### config.mk
export PLATFORM = sky130hd
export DESIGN_NAME = util_axis_uart_tx_cfg
export DESIGN_NICKNAME = d
export VERILOG_FILES = /design/src/rtl/util_axis_uart_tx_cfg.sv
export SDC_FILE = /design/constraint.sdc
export NUM_CORES = 1
export LEC_CHECK = 0
export ABC_AREA = 1
export BUFFER_PORTS_ARGS = -buffer_cell sky130_fd_sc_hd__buf_2
export CAP_MARGIN = 20
export CORE_MARGIN = 5
export CORE_UTILIZATION = 35
export CTS_BUF_LIST = sky130_fd_sc_hd__clkbuf_16
export DETAILED_ROUTE_END_ITERATION = 10
export PLACE_DENSITY = 0.56
export SLEW_MARGIN = 20
export SYNTH_ARGS = -nofsm -noshare
export SYNTH_HDL_FRONTEND = slang
export SYNTH_SLANG_ARGS = --single-unit
### constraint.sdc
create_clock -name aclk -period 2.6 [get_ports aclk]
set_input_delay 0.13 -clock aclk [delete_from_list [all_inputs] [get_ports aclk]]
set_output_delay 0.13 -clock aclk [all_outputs]
set_load 0.01 [all_outputs]
### src/rtl/util_axis_uart_tx_cfg.sv
// AXI-Stream UART transmitter with TX FIFO, runtime baud divisor, frame format and break.
// state      | meaning
// S_IDLE     | txd high, waiting for data or a break request
// S_START    | start bit (txd low)
// S_DATA     | data bits, LSB first
// S_PARITY   | optional parity bit
// S_STOP     | one or two stop bits (txd high)
// S_BREAK    | txd held low while brk_req stays high
// S_BRK_MARK | one bit period of mark after a break
module util_axis_uart_tx_cfg #(
  parameter int MAX_DATA_BITS  = 8,
  parameter int FIFO_DEPTH     = 16,
  parameter int BAUD_DIV_WIDTH = 16
) (
  input  logic                               aclk,
  input  logic                               rst,
  input  logic [MAX_DATA_BITS-1:0]           s_axis_tdata,
  input  logic                               s_axis_tvalid,
  output logic                               s_axis_tready,
  input  logic [BAUD_DIV_WIDTH-1:0]          cfg_baud_div,
  input  logic [$clog2(MAX_DATA_BITS+1)-1:0] cfg_data_bits,
  input  logic [2:0]                         cfg_parity,
  input  logic                               cfg_stop_bits,
  input  logic                               brk_req,
  output logic                               txd,
  output logic                               busy,
  output logic [$clog2(FIFO_DEPTH):0]        fifo_count
);

  localparam int DBW = $clog2(MAX_DATA_BITS+1);
  localparam int AW  = $clog2(FIFO_DEPTH);
  localparam int CW  = AW + 1;

  typedef enum logic [2:0] {
    S_IDLE, S_START, S_DATA, S_PARITY, S_STOP, S_BREAK, S_BRK_MARK
  } state_t;

  logic [MAX_DATA_BITS-1:0]  r_mem [FIFO_DEPTH];
  logic [AW-1:0]             r_wr_ptr, r_rd_ptr;
  logic [CW-1:0]             r_count, w_count_nxt;
  logic                      r_tready;
  logic                      w_push, w_pop, w_empty, w_bit_end;

  state_t                    r_state;
  logic [BAUD_DIV_WIDTH-1:0] r_baud, r_div;
  logic [DBW-1:0]            r_dbits, r_bit_idx, w_eff_dbits;
  logic [MAX_DATA_BITS-1:0]  r_shift, w_head, w_mask;
  logic                      r_par_en, r_par_bit, r_stop2, r_stop_cnt;
  logic                      r_txd, r_busy;
  logic                      w_par_en, w_par_bit, w_data_par;

  assign s_axis_tready = r_tready & ~rst;
  assign w_push        = s_axis_tvalid & s_axis_tready;
  assign w_empty       = (r_count == '0);
  assign w_head        = r_mem[r_rd_ptr];
  assign w_bit_end     = (r_baud == '0);
  // A frame starts from IDLE, or straight out of the last stop bit with no idle gap.
  assign w_pop = !brk_req && !w_empty &&
                 ((r_state == S_IDLE) || (r_state == S_STOP && w_bit_end && !r_stop_cnt));

  assign txd        = r_txd;
  assign busy       = r_busy;
  assign fifo_count = r_count;

  always_comb begin
    w_count_nxt = r_count;
    if (w_push && !w_pop)
      w_count_nxt = r_count + CW'(1);
    else if (!w_push && w_pop)
      w_count_nxt = r_count - CW'(1);
  end

  always_ff @(posedge aclk) begin
    if (w_push)
      r_mem[r_wr_ptr] <= s_axis_tdata;
  end

  always_ff @(posedge aclk) begin
    if (rst) begin
      r_wr_ptr <= '0;
      r_rd_ptr <= '0;
      r_count  <= '0;
      r_tready <= 1'b0;
    end else begin
      if (w_push)
        r_wr_ptr <= r_wr_ptr + 1'b1;
      if (w_pop)
        r_rd_ptr <= r_rd_ptr + 1'b1;
      r_count  <= w_count_nxt;
      r_tready <= (w_count_nxt != CW'(FIFO_DEPTH));
    end
  end

  always_comb begin
    w_eff_dbits = cfg_data_bits;
    if (cfg_data_bits < DBW'(5) || cfg_data_bits > DBW'(MAX_DATA_BITS))
      w_eff_dbits = DBW'(MAX_DATA_BITS);
    w_mask = '0;
    for (int i = 0; i < MAX_DATA_BITS; i++)
      w_mask[i] = (DBW'(i) < w_eff_dbits);
    w_data_par = ^(w_head & w_mask);
    w_par_en   = 1'b1;
    w_par_bit  = 1'b0;
    case (cfg_parity)
      3'd1:    w_par_bit = w_data_par;
      3'd2:    w_par_bit = ~w_data_par;
      3'd3:    w_par_bit = 1'b1;
      3'd4:    w_par_bit = 1'b0;
      default: w_par_en  = 1'b0;
    endcase
  end

  always_ff @(posedge aclk) begin
    if (rst) begin
      r_state    <= S_IDLE;
      r_txd      <= 1'b1;
      r_busy     <= 1'b0;
      r_baud     <= '0;
      r_div      <= '0;
      r_dbits    <= '0;
      r_bit_idx  <= '0;
      r_shift    <= '0;
      r_par_en   <= 1'b0;
      r_par_bit  <= 1'b0;
      r_stop2    <= 1'b0;
      r_stop_cnt <= 1'b0;
    end else if (w_pop) begin
      r_state   <= S_START;
      r_txd     <= 1'b0;
      r_busy    <= 1'b1;
      r_baud    <= cfg_baud_div;
      r_div     <= cfg_baud_div;
      r_dbits   <= w_eff_dbits;
      r_shift   <= w_head;
      r_par_en  <= w_par_en;
      r_par_bit <= w_par_bit;
      r_stop2   <= cfg_stop_bits;
    end else begin
      if (r_state != S_IDLE && r_state != S_BREAK)
        r_baud <= w_bit_end ? r_div : r_baud - 1'b1;
      case (r_state)
        S_IDLE: begin
          if (brk_req) begin
            r_state <= S_BREAK;
            r_txd   <= 1'b0;
            r_busy  <= 1'b1;
          end
        end
        S_START: begin
          if (w_bit_end) begin
            r_state   <= S_DATA;
            r_txd     <= r_shift[0];
            r_shift   <= r_shift >> 1;
            r_bit_idx <= DBW'(1);
          end
        end
        S_DATA: begin
          if (w_bit_end) begin
            if (r_bit_idx == r_dbits) begin
              if (r_par_en) begin
                r_state <= S_PARITY;
                r_txd   <= r_par_bit;
              end else begin
                r_state    <= S_STOP;
                r_txd      <= 1'b1;
                r_stop_cnt <= r_stop2;
              end
            end else begin
              r_txd     <= r_shift[0];
              r_shift   <= r_shift >> 1;
              r_bit_idx <= r_bit_idx + 1'b1;
            end
          end
        end
        S_PARITY: begin
          if (w_bit_end) begin
            r_state    <= S_STOP;
            r_txd      <= 1'b1;
            r_stop_cnt <= r_stop2;
          end
        end
        S_STOP: begin
          if (w_bit_end) begin
            if (r_stop_cnt) begin
              r_stop_cnt <= 1'b0;
            end else begin
              r_state <= S_IDLE;
              r_busy  <= 1'b0;
            end
          end
        end
        S_BREAK: begin
          if (!brk_req) begin
            r_state <= S_BRK_MARK;
            r_txd   <= 1'b1;
            r_baud  <= cfg_baud_div;
            r_div   <= cfg_baud_div;
          end
        end
        S_BRK_MARK: begin
          if (w_bit_end) begin
            r_state <= S_IDLE;
            r_busy  <= 1'b0;
          end
        end
        default: begin
          r_state <= S_IDLE;
          r_txd   <= 1'b1;
          r_busy  <= 1'b0;
        end
      endcase
    end
  end

endmodule
# --- After elaboration in Yosys (flattened, before gate mapping) ---
# Memory sizes are Yosys's and may differ from the RTL's. A register that Yosys moved wholly into a read port is not among the register bits.
# Cells that the tools add are included.
classes:
  n_addsub: 6
  magnitude_cmp: 10
  eq_ne: 37
  n_mux: 58
  bitwise_logic: 6
  reduce_logical: 35
op_table:
  columns: ["op", "count"]
  rows:
  - ["two-way mux 16 bit", 8]
  - ["inequality test 3 bit, second input constant", 11]
  - ["two-way mux 8 bit", 4]
  - ["two-way mux 3 bit", 10]
  - ["two-way mux 4 bit", 6]
  - ["inequality test 2 bit, second input constant", 11]
  - ["two-way mux 1 bit", 21]
  - ["one-hot mux 3 bit (7 select lines)", 1]
  - ["AND reduction 9 bit", 2]
  - ["zero test 16 bit", 1]
  - ["less-than comparator 3 x 4 -> 1 bit, first input constant", 4]
  - ["one-hot mux 8 bit (2 select lines)", 1]
  - ["subtractor 16 x 1 -> 16 bit, second input constant", 1]
  - ["adder 4 x 1 -> 4 bit, second input constant", 3]
  - ["equality test 3 x 2 -> 1 bit, second input constant", 4]
  - ["equality test 3 bit, second input constant", 4]
  - ["two-way mux 5 bit", 2]
  - ["AND reduction 5 bit", 2]
  - ["nonzero test 3 bit", 3]
  - ["bitwise AND 8 bit", 1]
  - ["less-than comparator 1 x 4 -> 1 bit, first input constant", 2]
  - ["less-than comparator 2 x 4 -> 1 bit, first input constant", 2]
  - ["one-hot mux 4 bit (2 select lines)", 1]
  - ["OR reduction 4 bit", 2]
  - ["other kinds (25)", 45]
totals:
  ff_bits: 71
  mem_bits_rw: 128
  input_bits: 36
  wordCells: 170
  mem_count: 1
mem_list:
  columns: ["memory", "depth", "word_bits", "read_ports", "rd_clocked_by_memory_dff", "write_ports", "line", "source"]
  rows:
  - ["r_mem", 16, 8, 1, 1, 1, "38", "logic [MAX_DATA_BITS-1:0] r_mem [FIFO_DEPTH];"]

# --- Depth between registers and ports, before layout ---
logic_depth:
  ltp_word: 9
  ltp_mapped: 18

# --- Worst setup path after synthesis ---
# No wires, ideal clock.
synth_timing:
  path_kind: "register -> register"
  from: "register r_count[0] (netlist: fifo_count[0])"
  to: "register r_tready"
  setup_time_ps: 128
  arrival_time_ps: 1799
  slack_ps: 674
  path_stages_with_launch: 12
  period_less_slack_ps: 1926
  cell_sequence: "dfxtp_1 > inv_1 > ha_1 > nand3_1 > nor2_1 > nor2_1 > nand3_2 > nand2_1 > xor2_1 > nand3_1 > nor2_1 > nor2_1"
synth_via:
  elab_chain_len: 8
  elab_cells_between_ends: 12
synth_rtl:
  columns: ["element", "line", "source"]
  rows:
  - ["start, declared", "40", "logic [CW-1:0] r_count, w_count_nxt;"]
  - ["start signal, assigned", "89", "r_count <= w_count_nxt;"]
  - ["branches (longest 6 deep; another with subtractor 5 x 1 -> 5 bit)", null, null]
  - ["two-way mux 5 bit (*)", "67", "if (w_push && !w_pop)"]
  - ["inequality test 5 bit (*)", "90", "r_tready <= (w_count_nxt != CW'(FIFO_DEPTH));"]
  - ["end signal, assigned", "90", null]
  - ["end, declared", "41", "logic r_tready;"]
# Mark *: on every way between the ends.
# A chain may end at the register's enable or synchronous reset.

# --- Worst setup path after layout ---
layout_timing:
  from: "register r_count[0] (netlist: fifo_count[0])"
  to: "register r_baud[2]"
layout_via:
  elab_chain_len: 5
layout_rtl:
  columns: ["element", "line", "source"]
  rows:
  - ["zero test 5 bit", "54", "assign w_empty = (r_count == '0);"]
  - ["zero test 1 bit", "58", "assign w_pop = !brk_req && !w_empty &&"]
  - ["logical AND 1 bit (2 in series)", "58", null]
  - ["two-way mux 16 bit", "127", "end else if (w_pop) begin"]
  - ["end signal, assigned", "131", "r_baud <= cfg_baud_div;"]
  - ["end signal, assigned", "140", "r_baud <= w_bit_end ? r_div : r_baud - 1'b1;"]
  - ["end signal, assigned", "196", "r_baud <= cfg_baud_div;"]
  - ["end, declared", "45", "logic [BAUD_DIV_WIDTH-1:0] r_baud, r_div;"]
# Every way passes these cells.

==> run metrics <==
DP Area=between 10,000 and 15,000 µm²; RSZ-0062 raised after global routing=false; leakage=4.679 nW; final WL=about 22 mm; prevailing post-synth register cell=edfxtp_1; mux cell area share after synthesis=0%; FF+latch count, synth=roughly 200; TritonCTS Buffers=23; dpl cells=between 1k and 1.5k; vias in the first global route=roughly 7.1k; Final GP Congestion=0.8693; Routed Antenna Nets=0; setup violators final=0; RR Endpoint=r_baud[2]; uppermost layer routed=met4; clock root buffer=clkbuf_16; DRT Pass-1 Iters=5; critical path peak fanout=32; Syn Inst Count=~1.1k; Distinct cells, synth=45; Die Height=roughly 170 µm; antenna violations before repair=0; sequential fraction of the synthesis area=a little under three fifths; XOR/XNOR Fraction of Synth Area=1.579%; Syn. warnings=0; Port Buffers=43; hold_ws=~0.022 ns; Post-Syn Nets=1,142; Clock Skew=between 0.02 and 0.025 ns; Clk Latency, worst-skew pair=0.52 ns; period utilization=around 87%; CTS H-tree depth=1; via count=around 7.3k; Max Cap Viol=0; Worst setup SP type=flip-flop; number of remaining DRC errors=0; Setup crit start=fifo_count[0]; chip width=roughly 170 µm; PD cells=approximately 1000 nW/µm²; Crit path required time=3.04 ns; ys async rst share=0%; Slew Limit Headroom=between 50% and 60%; outcome=completed; min Tclk post-route=between 2 and 2.5 ns; Hold/Removal Path Class=primary input to flip-flop; fin area=roughly 11,000 µm²; EDFF count, synth=128; area share of fa/ha/maj cells after synthesis=~1.5%; main combinational cell family by area after synthesis=simple AND/OR/NAND/NOR gates; Max Freq=between 0.4 and 0.5 GHz; Layout area overhead=18.32%; WL met3=around 850 µm; Area contributors post-synth=edfxtp_1 41%, dfxtp_1 16%, nand2_1 13%; CP Class=flip-flop to flip-flop; Post-Syn Area per Cell=between 8 and 9 µm²; Worst R2R Setup Slack=0.33 ns; sink of the worst hold path=r_mem[2][7]; TritonCTS clock tree=done; Hold Path Depth=1; mapped cell area=9430 µm²; M1 WL=around 11 mm; Synth top area share=about two fifths; total negative slack=0 ns; final std cells w/o fill=1,541; row count=60; DR iter-0 viols=between 300 and 400; Final #Nets=1,230; I/O pins=44; grt total ovfl=0; Worst Path Arrival=between 2 and 3 ns; Clk pin slew, worst setup/hold paths=~0.060 ns; Post-Synth Simple-Gate Area=approximately 25%; final hold vios=0; WL/cell=14.15 µm; Worst-Margin Slew=0.7105 ns; Register-to-Register Path Depth=11; share of layout cells above drive strength 1=a little over a tenth; Detail Placement HPWL=approximately 15 mm; first-pass GRT wire length=~36 mm; RR Startpoint=fifo_count[0]; core box area=between 20,000 and 30,000 µm²; post-CTS sizing=0; largest net degree at the start of global routing=65; CTS sink cnt=~200; diode count=0; Die ar.=approximately 30,000 µm²; peak supply drop=approximately 0.56 mV; Synth Area in Compound Gates=under 10%; Initial Util=35.29%; Yosys top cell by area=edfxtp_1; drt via density=roughly 4.8; hold path startpoint=s_axis_tdata[7]; crit end category=flip-flop; Slew Viols, Final=0; CTS max path bufs=3; Total GRT Usage=around 14%; met2 routed WL=between 9 and 10 mm
## kinds of logic after synthesis
kind of cell	Yosys count
flip-flops	203
adder cells (fa/ha/maj)	11
XOR/XNOR	17
AND/OR/NAND/NOR	557
AO/OA/AOI/OAI	144
buffers and inverters	163
## cells in the final DEF (no fill, tap or decap), types with 2 or more instances in the layout
cell and instances:
ha_1 11, nor3_1 6, a22o_1 3, nand4_1 6, o21ai_0 54, dlygate4sd3_1 29
clkinv_2 4, inv_2 2, clkbuf_16 24, xnor2_1 6, or2_2 2, buf_12 2
a31oi_1 7, edfxtp_1 128, inv_1 126, buf_4 31, xor2_1 11, a22oi_1 2
buf_2 43, nor2_1 78, o22ai_1 5, nor4_1 2, nor2_2 5, dfxtp_1 74
o211ai_1 4, a211oi_1 3, nand3_1 128, nand2_1 321, clkinv_1 4, nand2_2 3
a21oi_1 59
## Yosys cell counts, types with 3 or more instances
library cell  instances
o211ai_1              4
nand2_2               3
nand2_1             321
ha_1                 11
a22o_1                3
nor2_1               78
nor3_1                6
nand3_1             128
a21oi_1              59
a31oi_1               7
dfxtp_1              75
o22ai_1               5
inv_1               117
clkbuf_1             18
edfxtp_1            128
xnor2_1               6
nand4_1               6
xor2_1               11
nor2_2                5
a211oi_1              3
buf_2                19
o21ai_0              54
## routing by layer
layer	up-vias	track usage, %
met1	3354	19.56
met5	-	0
met2	131	23.75
met3	31	2.066
li1	3804	-
met4	0	3.728
## flip-flops by register name (all words and copies together) (netlist names), 4 cells and up, named ones only
name and cells:
fifo_count 5, r_baud 16, r_bit_idx 4, r_dbits 4, r_div 16, r_mem 128, r_rd_ptr 4, r_shift 8
r_wr_ptr 4
## power by group
group          internal [mW]  total (mW)  switching, mW
registers               3.75        4.00          0.245
clock network           1.77        3.03           1.26
logic                   1.43        4.13           2.70
total                   6.95        11.2           4.20
## per-stage QoR
stage               setup WS [ns]  util (%)  power, mW
detailed placement         0.3376     37.97      8.171
global route              0.02928     41.75      12.05
global placement           0.3598     37.97      8.147
floorplan                  0.6738         -      7.082
CTS                        0.3060     41.75      11.28
finish                     0.3266     41.75      11.15
## critical path, stage by stage, from the launching register on
cell and delay, ns:
dfxtp_1 0.33, inv_1 0.15, ha_1 0.16, nand3_1 0.08, nor2_1 0.18, nor2_1 0.11
nand2_4 0.19, inv_2 0.14, a21oi_2 0.17, buf_4 0.34, o21ai_0 0.15, a21oi_1 0.16
## worst max path at each step
stage                      end  slack [ns]
CTS                  r_baud[2]        0.31
floorplan             r_tready        0.67
global route        r_state[1]        0.03
finish               r_baud[2]        0.33
global placement    r_state[1]        0.36
detailed placement  r_state[1]        0.34
## cell type report
cell class,count,area [µm²]
Clock buffer,24,600.6
Sequential cell,203,5346
Fill cell,2629,15570
Timing Repair Buffer,105,778.2
Clock inverter,18,118.9
Inverter,121,455.4
Multi-Input combinational cell,729,3432
Tap cell,341,426.7
## timing repair
item                      CTS  global route
buffers inserted            0             0
hold buffers               29             0
hold endpoints to repair  141             0
Note: power is estimated with default switching activity, not from simulation.
